### config.mk
export PLATFORM = sky130hd
export DESIGN_NAME = reaction_round_ctrl
export DESIGN_NICKNAME = d
export VERILOG_FILES = /design/src/rtl/reaction_round_ctrl.sv
export SDC_FILE = /design/constraint.sdc
export NUM_CORES = 1
export LEC_CHECK = 0
export ABC_CLOCK_PERIOD_IN_PS = 2200
export CORE_ASPECT_RATIO = 1.4
export CORE_MARGIN = 5
export CORE_UTILIZATION = 40
export CTS_BUF_LIST = sky130_fd_sc_hd__clkbuf_4
export DETAILED_ROUTE_END_ITERATION = 12
export GPL_TIMING_DRIVEN = 0
export PLACE_DENSITY_LB_ADDON = 0.25
export SYNTH_ARGS = -nofsm -noshare
export SYNTH_HDL_FRONTEND = slang
export SYNTH_SLANG_ARGS = --single-unit
export TNS_END_PERCENT = 1
### constraint.sdc
create_clock -name clk -period 2.2 [get_ports clk]
set_clock_uncertainty 0.05 [all_clocks]
set_input_delay 0.44 -clock clk [delete_from_list [all_inputs] [get_ports clk]]
set_output_delay 0.44 -clock clk [all_outputs]
set_load 0.1 [all_outputs]
### src/rtl/reaction_round_ctrl.sv
// reaction_round_ctrl: reaction-timer round sequencer (debounced start, random delay, score/best tracking).
// Optional false-start detection with FOUL blink state is compiled in when REACTION_FOUL_DETECT_EN is defined.
module reaction_round_ctrl #(
    parameter int DLY_W         = 11,
    parameter int MIN_DELAY_MS  = 1000,
    parameter int DEBOUNCE_MS   = 20,
    parameter int FOUL_BLINK_MS = 250
) (
    input  logic        clk,
    input  logic        Reset,
    input  logic        ms_tick,
    input  logic        btn_n,
    input  logic [15:0] lfsr_val,
    input  logic [11:0] score,
    output logic        cnt_clr,
    output logic        cnt_en,
    output logic [9:0]  LED,
    output logic        done,
    output logic [11:0] best,
    output logic        new_best,
    output logic [2:0]  state_dbg
);
    typedef enum logic [2:0] {
        IDLE   = 3'd0,
        LOAD   = 3'd1,
        WAIT   = 3'd2,
        REACT  = 3'd3,
        RESULT = 3'd4,
        FOUL   = 3'd5
    } state_t;

    state_t      state, state_nxt;
    logic        sync1, sync2, prev;
    logic [15:0] deb_cnt, dly_cnt;
    logic        timeout, timeout_nxt, timeout_hit;
    logic        press_evt, best_upd;
    logic [9:0]  led_nxt;
    logic        unused_lfsr;

    assign unused_lfsr = ^lfsr_val;
    assign state_dbg   = state;
    assign press_evt   = prev && !sync2 && deb_cnt == 16'd0;
    // a same-cycle press beats the timeout
    assign timeout_hit = state == REACT && ms_tick && score == 12'h999 && !press_evt;

`ifdef REACTION_FOUL_DETECT_EN
    logic [15:0] blink_cnt;
    logic        blink_wrap;
    assign blink_wrap = ms_tick && blink_cnt == 16'(FOUL_BLINK_MS - 1);
    always_ff @(posedge clk or negedge Reset)
        if (!Reset)
            blink_cnt <= '0;
        else
            blink_cnt <= state != FOUL ? 16'd0 : !ms_tick ? blink_cnt : blink_wrap ? 16'd0 : blink_cnt + 16'd1;
`endif

    always_comb begin
        state_nxt = state;
        case (state)
            IDLE:    state_nxt = press_evt ? LOAD : IDLE;
            LOAD:    state_nxt = WAIT;
`ifdef REACTION_FOUL_DETECT_EN
            WAIT:    state_nxt = press_evt ? FOUL : dly_cnt == 16'd0 ? REACT : WAIT;
            FOUL:    state_nxt = press_evt ? IDLE : FOUL;
`else
            WAIT:    state_nxt = dly_cnt == 16'd0 ? REACT : WAIT;
`endif
            REACT:   state_nxt = (press_evt || timeout_hit) ? RESULT : REACT;
            RESULT:  state_nxt = press_evt ? IDLE : RESULT;
            default: state_nxt = IDLE;
        endcase
        timeout_nxt = state_nxt == IDLE ? 1'b0 : (timeout || timeout_hit);
        best_upd    = state == REACT && state_nxt == RESULT && !timeout_nxt && score < best;
        led_nxt     = state_nxt == REACT ? 10'h3FF : 10'h000;
`ifdef REACTION_FOUL_DETECT_EN
        if (state_nxt == FOUL)
            led_nxt = state != FOUL ? 10'h2AA : blink_wrap ? ~LED : LED;
`endif
    end

    always_ff @(posedge clk or negedge Reset) begin
        if (!Reset) begin
            sync1    <= 1'b1;
            sync2    <= 1'b1;
            prev     <= 1'b1;
            deb_cnt  <= '0;
            dly_cnt  <= '0;
            state    <= IDLE;
            timeout  <= 1'b0;
            LED      <= '0;
            cnt_en   <= 1'b0;
            cnt_clr  <= 1'b0;
            done     <= 1'b0;
            best     <= 12'h999;
            new_best <= 1'b0;
        end else begin
            sync1    <= btn_n;
            sync2    <= sync1;
            prev     <= sync2;
            deb_cnt  <= press_evt ? 16'(DEBOUNCE_MS) : (ms_tick && deb_cnt != 16'd0) ? deb_cnt - 16'd1 : deb_cnt;
            dly_cnt  <= state == LOAD ? 16'(MIN_DELAY_MS) + 16'(lfsr_val[DLY_W-1:0]) :
                        (state == WAIT && ms_tick && dly_cnt != 16'd0) ? dly_cnt - 16'd1 : dly_cnt;
            state    <= state_nxt;
            timeout  <= timeout_nxt;
            LED      <= led_nxt;
            cnt_en   <= state_nxt == REACT;
            cnt_clr  <= state_nxt == LOAD;
            done     <= state_nxt == RESULT || state_nxt == FOUL;
            best     <= best_upd ? score : best;
            new_best <= best_upd;
        end
    end
endmodule

==> results of run 1 <==
-- flip-flops by register name (all words and copies together), names as in the netlist --
name and cells:
dly_cnt 16, done 1, sync2 1, sync1 1, deb_cnt 16, new_best 1
LED 1, cnt_clr 1, state_dbg 3, best 12, timeout 1, prev 1
-- layout by cell type, fill, tap and decap left out, types with 3 or more instances in the layout --
| cell | n |
|---|---|
| dfrtp_1 | 37 |
| buf_4 | 28 |
| clkdlybuf4s50_1 | 24 |
| nor2_1 | 22 |
| inv_1 | 16 |
| nand2_1 | 16 |
| xor2_1 | 16 |
| xnor2_1 | 15 |
| ha_1 | 15 |
| o21ai_0 | 13 |
| nor3_1 | 9 |
| a21oi_1 | 9 |
| mux2_4 | 9 |
| clkdlybuf4s15_2 | 9 |
| dlygate4sd2_1 | 8 |
| nor4_1 | 6 |
| or3_1 | 5 |
| or4_1 | 5 |
| dfstp_4 | 5 |
| dfrtp_4 | 5 |
| clkbuf_4 | 5 |
| nand3_1 | 4 |
| nand4_1 | 4 |
| a21o_1 | 4 |
| dfrtp_2 | 4 |
| dfstp_2 | 4 |
| clkdlybuf4s15_1 | 4 |
| nor4_2 | 3 |
| mux2i_1 | 3 |
| mux2_2 | 3 |
| o31ai_1 | 3 |
-- path summary, 6_finish.rpt --
path | from | endpoint | slack (ns)
worst max-delay path | deb_cnt[12]$_DFFE_PN0P_ | best[1]$_DFFE_PN0P_ | -0.28
worst min-delay path | sync1$_DFF_PN1_ | sync2$_DFF_PN1_ | 0.32
worst max register to register | deb_cnt[12]$_DFFE_PN0P_ | best[1]$_DFFE_PN0P_ | -0.28
worst min register to register | sync1$_DFF_PN1_ | sync2$_DFF_PN1_ | 0.32
max in group asynchronous | Reset | best[7]$_DFFE_PN1P_ | 0.90
min in group asynchronous | Reset | deb_cnt[6]$_DFFE_PN0P_ | 0.56
-- through the flow --
step                TNS (ns)  hold slack, ns  area (um2)
finish                 -2.90           0.317        4180
floorplan              -2.78          0.0944        3210
global route           -5.00           0.325        4180
global placement      -67.57           0.297        3880
CTS                    -2.15           0.319        4080
detailed placement    -11.57           0.297        3900
-- power breakdown --
group	leakage [uW]	total [uW]	internal (uW)	switching [uW]
logic	0.00117	851	364	487
registers	0.000670	1360	1180	180
clock network	0.0000452	564	240	325
-- layout make-up --
type,instances,area [um2]
Fill cell,715,3530
Multi-Input combinational cell,205,1700
Sequential cell,55,1430
Timing Repair Buffer,67,647
Tap cell,100,125
Buffer,15,118
Inverter,18,67.6
Clock inverter,3,43.8
Clock buffer,5,37.5
Antenna cell,1,2.50
-- layer usage --
layer | track usage, % | vias to the layer above
met3 | 3.46 | 6
met1 | 15.5 | 1132
met5 | 0 | -
met4 | 5.60 | 0
met2 | 26.4 | 44
li1 | - | 1179
-- cell families (layout without fill, tap and decap cells) --
family	Yosys count	after routing	share of synthesized area [%]
buffers and inverters	33	108	5.45
other	0	1	0
multiplexers	16	16	6.73
flip-flops	55	55	44.4
AO/OA/AOI/OAI	40	40	8.09
AND/OR/NAND/NOR	102	102	20.2
XOR/XNOR	31	31	8.69
adder cells (fa/ha/maj)	16	16	6.41
-- worst max-delay path: cells and delay by family (launching register included) --
kind,cells,cell delay (ns)
mux,1,0.31
simple gates,3,0.89
buf+inv,1,0.19
flops,1,0.45
compound gates,2,0.50
-- timing repair --
action / 4_1_cts / 5_1_grt
setup endpoints to repair: 44 / 32
hold buffers: 1 / 0
buffers inserted: 4 / 5
cloned: 0 / 1
pin swaps: 3 / 7
hold endpoints to repair: 6 / 0
gates resized for setup: 85 / 5
==> flow_summary.toml, run 1 <==
[clocking]
clk_latency_ns = 0.39
numCtsBuffers = 5
cts_sinks = 55
cts_root_buffer = "clkbuf_4"
tritoncts = "done"
clock_path_buffers = 2
cts.htree.levels = 2
path_clk_slew_ns = 0.16

[sta]
hold_violations = 0
finalSetupViolations = 13
relSlewSlack_pct = 36.0
worst_pin_slew_ns = 0.963
setup_ws_ns = -0.282
fmax_mhz = 403
rsz0062_at_grt = "true"
fin_crit_sh_pct = 113
min_period_ns = 2.48
finalMaxSlewViolations = 0

[synthesis]
netlist_top_cells_area = "dfrtp_1 (37%), dfstp_2 (7.6%), ha_1 (6.4%)"
synth_warnings = 0
syn_inst = 293
syn-num-nets = 341
synth_commonest_cells = "dfrtp_1 (46), nor2_1 (22), inv_1 (18)"
synth_most_common_cell = "dfrtp_1"
synth_area_um2 = 3120
post-synth-top-area-cell = "dfrtp_1"
yosysUniqueCellTypes = 54
synth-edff-count = 0
syn_avg_cell_area_um2 = 10.7
netlist.area_leader.share_pct = 36.9
synth-seq-area-share_pct = 44.4
synth_ff_type = "dfrtp_1"
async_flop_share_pct = 100
synth_seq_cells = 55

[setup_path]
worstPathArrival_ns = 2.72
path_cells = "nor4_4 > nand4_4 > a2bb2oi_4 > a211o_1 > nand4bb_4 > buf_4 > mux2_1"
path_class = "register to register"
cp_slowest_cell = "dfrtp_1"
crit_fanout = 6
cp-end-kind = "register"
cpPeakStageDelay_ns = 0.45
cp-start-kind = "register"
r2r_cells = 7
required_ns = 2.44

[routing]
drc = 0
wl_met1_um = 2690
maxUsedRoutingLayer = "met4"
drt-pass1-iter-count = 4
dr_wl_met2_um = 3710
drtIter0Drc = 123
wire_per_inst_um = 14.5
vias = 2361
wl_met3_um = 284
ant_nets = 0
vias_per_cell = 5.03
wl_um = 6790

[final_layout]
drive_gt1_share_pct = 29.3
final_cells = 469
final_util_pct = 54.2
fin_nets = 415
areaGrowthSynthToFinish_pct = 33.7

[global_routing]
grt.overflow.total = 0
grt_max_degree = 29
grt_pass1_vias = 2403
antenna_found_initial = 1
grt.total_usage_pct = 14.3
grt_pass1_wl_um = 11200

[die]
rows = 38
die-height_um = 115
pin_count = 61
initial_utilization_pct = 40.5
die_w_um = 84.7
core_um2 = 7700
dieArea_um2 = 9700

[placed_design]
port_buffers = 55
gp_congestion = 0.786
pre_cts_ws_ns = -0.785
dp.final_hpwl_um = 5010
dp.cells = 449

[min_path]
hp-class = "register to register"
hold_depth = 0

[pwr]
total_power_uw = 2780
power.leakage_uw = 0.00189
vdd_drop_max_v = 0.000322
p_per_area_nw_per_um2 = 666

[run]
drv_cap = 0

[status]
status = "complete, but fails checks"
violations = "setup timing"
Note: power is estimated with default switching activity, not from simulation.
==> inputs of run 2 (changes only) <==
--- a/config.mk
+++ b/config.mk
@@ -6,7 +6,7 @@
 export NUM_CORES = 1
 export LEC_CHECK = 0
 export ABC_CLOCK_PERIOD_IN_PS = 2200
-export CORE_ASPECT_RATIO = 1.4
+export CAP_MARGIN = 20
 export CORE_MARGIN = 5
 export CORE_UTILIZATION = 40
 export CTS_BUF_LIST = sky130_fd_sc_hd__clkbuf_4
==> run 2 against run 1 <==
  * The flow still finishes with violations (setup timing)
  * Die area decreased by 0.26%
  * Largest power group unchanged
  * Wire length decreased by 3.4%
  * Highest routed layer unchanged
  * Hold slack got worse by 0.27 ns
  * Clock power decreased by 21%
  * Global-route usage increased by 0.29 points
  * Register-to-register slack improved by 0.05 ns
==> flow_summary.toml, run 2 (same netlist as run 1, synthesis figures left out) <==
[die]
rows = 32
die_w_um = 98.4
initial_utilization_pct = 40.8
core_um2 = 7650
dieArea_um2 = 9670
pin_count = 61
die-height_um = 98.4

[global_routing]
grt_use_met3_pct = 3.21
grt_pass1_wl_um = 11800
grt_pass1_vias = 2523
grt.overflow.total = 0
gr-usage-met1_pct = 19.1
grt.total_usage_pct = 14.6
antenna_found_initial = 0
grt_max_degree = 31
use_met2_pct = 24.1
top_usage_layer = "met2"

[setup_path]
worstPathArrival_ns = 2.67
path_cells = "clkdlybuf4s50_1 > ha_1 > a21o_1 > a21o_1 > a2111oi_4 > nand4bb_4 > buf_12 > mux2_4"
r2r-end = "best[2]$_DFFE_PN0P_"
cp-end-kind = "register"
cpPeakStageDelay_ns = 0.44
worst_path_most_repeated_cell = "a21o_1"
cp_slowest_cell = "clkdlybuf4s50_1"
required_ns = 2.40
r2r_cells = 7
r2r_slack_ns = -0.23
path_class = "primary input to register"
worst-path-buf-inv = 2
cp_top_family = "compound AO/OA/AOI/OAI gates"
timing.rr.start = "state_dbg[2]$_DFF_PN0_"
crit_fanout = 5
cp-start-kind = "primary input"

[clocking]
tritoncts = "done"
clock_path_buffers = 2
cts_root_buffer = "clkbuf_4"
path_clk_slew_ns = 0.15
clk_latency_ns = 0.36
cts.htree.levels = 2
numCtsBuffers = 5
holdBufCountCts = 0
cts_sinks = 55

[placed_design]
dp.final_hpwl_um = 4760
gp_congestion = 0.790
port_buffers = 55
dp.cells = 451
pre_cts_ws_ns = -0.763

[sta]
hold_violations = 0
fin_crit_sh_pct = 112
finalMaxSlewViolations = 0
rsz0062_at_grt = "true"
setup_ws_ns = -0.274
relSlewSlack_pct = 35.6
min_period_ns = 2.47
finalSetupViolations = 16
worst_pin_slew_ns = 0.970
fmax_mhz = 404

[status]
status = "complete, but fails checks"
violations = "setup timing"

[routing]
drtIter0Drc = 53
drc = 0
ant_nets = 0
drt-pass1-iter-count = 4
wl_um = 6550
wire_per_inst_um = 13.9
vias = 2392
vias_per_cell = 5.08

[final_layout]
final_cells = 471
filler_cell_count = 680
final_cell_mix = "dfrtp_1 (37), buf_4 (29), nor2_1 (21)"
fin_nets = 416
layout_commonest_cell = "dfrtp_1"
largestRegisters = "deb_cnt: 16 flops, dly_cnt: 16 flops, best: 12 flops"
areaGrowthSynthToFinish_pct = 34.4
drive_gt1_share_pct = 32.0
antenna_cells = 0

[pwr]
vdd_drop_max_v = 0.000244
p_per_area_nw_per_um2 = 621
power.leakage_uw = 0.00190

[run]
drv_cap = 0

[min_path]
hp-class = "primary input to asynchronous set/reset pin"
-- run 2: repair_timing --
item	in CTS	in global routing
setup buffers	10	1
cloned	1	0
pin swaps	9	5
setup endpoints to repair	44	36
resized for setup	84	12
hold endpoints to repair	0	0
-- run 2: final cells by class --
cell class / instances / area, um2 / share of cell area (%)
buffer: 15 / 118 / 2.80
multi-input combinational: 205 / 1740 / 41.6
clock inverter: 1 / 5.00 / 0.119
tap: 102 / 128 / 3.04
sequential: 55 / 1430 / 34.1
inverter: 18 / 67.6 / 1.61
timing repair buffer: 68 / 652 / 15.5
clock buffer: 7 / 52.6 / 1.25
-- run 2: worst max-delay path by stage --
stage / slack [ns] / from / depth (start not counted) / to
floorplan: -0.29 / best[8]$_DFFE_PN1P_ / 8 / best[10]$_DFFE_PN0P_
global placement: -1.42 / Reset / 1 / best[1]$_DFFE_PN0P_
detailed placement: -0.76 / score[2] / 8 / best[10]$_DFFE_PN0P_
CTS: -0.27 / deb_cnt[11]$_DFFE_PN0P_ / 7 / best[2]$_DFFE_PN0P_
global route: -0.35 / deb_cnt[12]$_DFFE_PN0P_ / 7 / best[2]$_DFFE_PN0P_
finish: -0.27 / score[9] / 8 / best[2]$_DFFE_PN0P_
-- run 2: metal layers --
layer	wire (um)	share of wire (%)	up-vias
met3	331	5.1	10
met1	3060	47	1142
met2	3040	46	55
li1	-	-	1185
met4	121	1.8	0
met5	0	0	-
-- run 2: per-stage QoR --
step           hold WS (ns)  util (%)  area [um2]  TNS, ns  total power [uW]
2_1_floorplan        0.0944         -        3210    -2.78              1880
3_3_place_gp          0.296      50.8        3880   -65.57              2080
3_5_place_dp          0.298      51.0        3900   -11.46              2110
4_1_cts              0.0508      54.3        4150    -2.89              2610
5_1_grt              0.0829      54.9        4200    -4.72              2780
6_report             0.0444      54.9        4200    -3.08              2610
-- run 2: worst reg2reg max path: stages (launching register included) --
cell and delay, ns:
dfrtp_4 0.52, nand3b_4 0.22, nor4_4 0.34, a2bb2oi_2 0.12, a211o_1 0.29, nand4bb_4 0.29
buf_12 0.21, mux2_4 0.29
-- run 2: where the power goes --
group | switching (uW) | leakage (uW) | total, uW | internal (uW)
clock network | 294 | 0.0000361 | 444 | 150
registers | 180 | 0.000670 | 1360 | 1180
logic | 467 | 0.00119 | 798 | 331
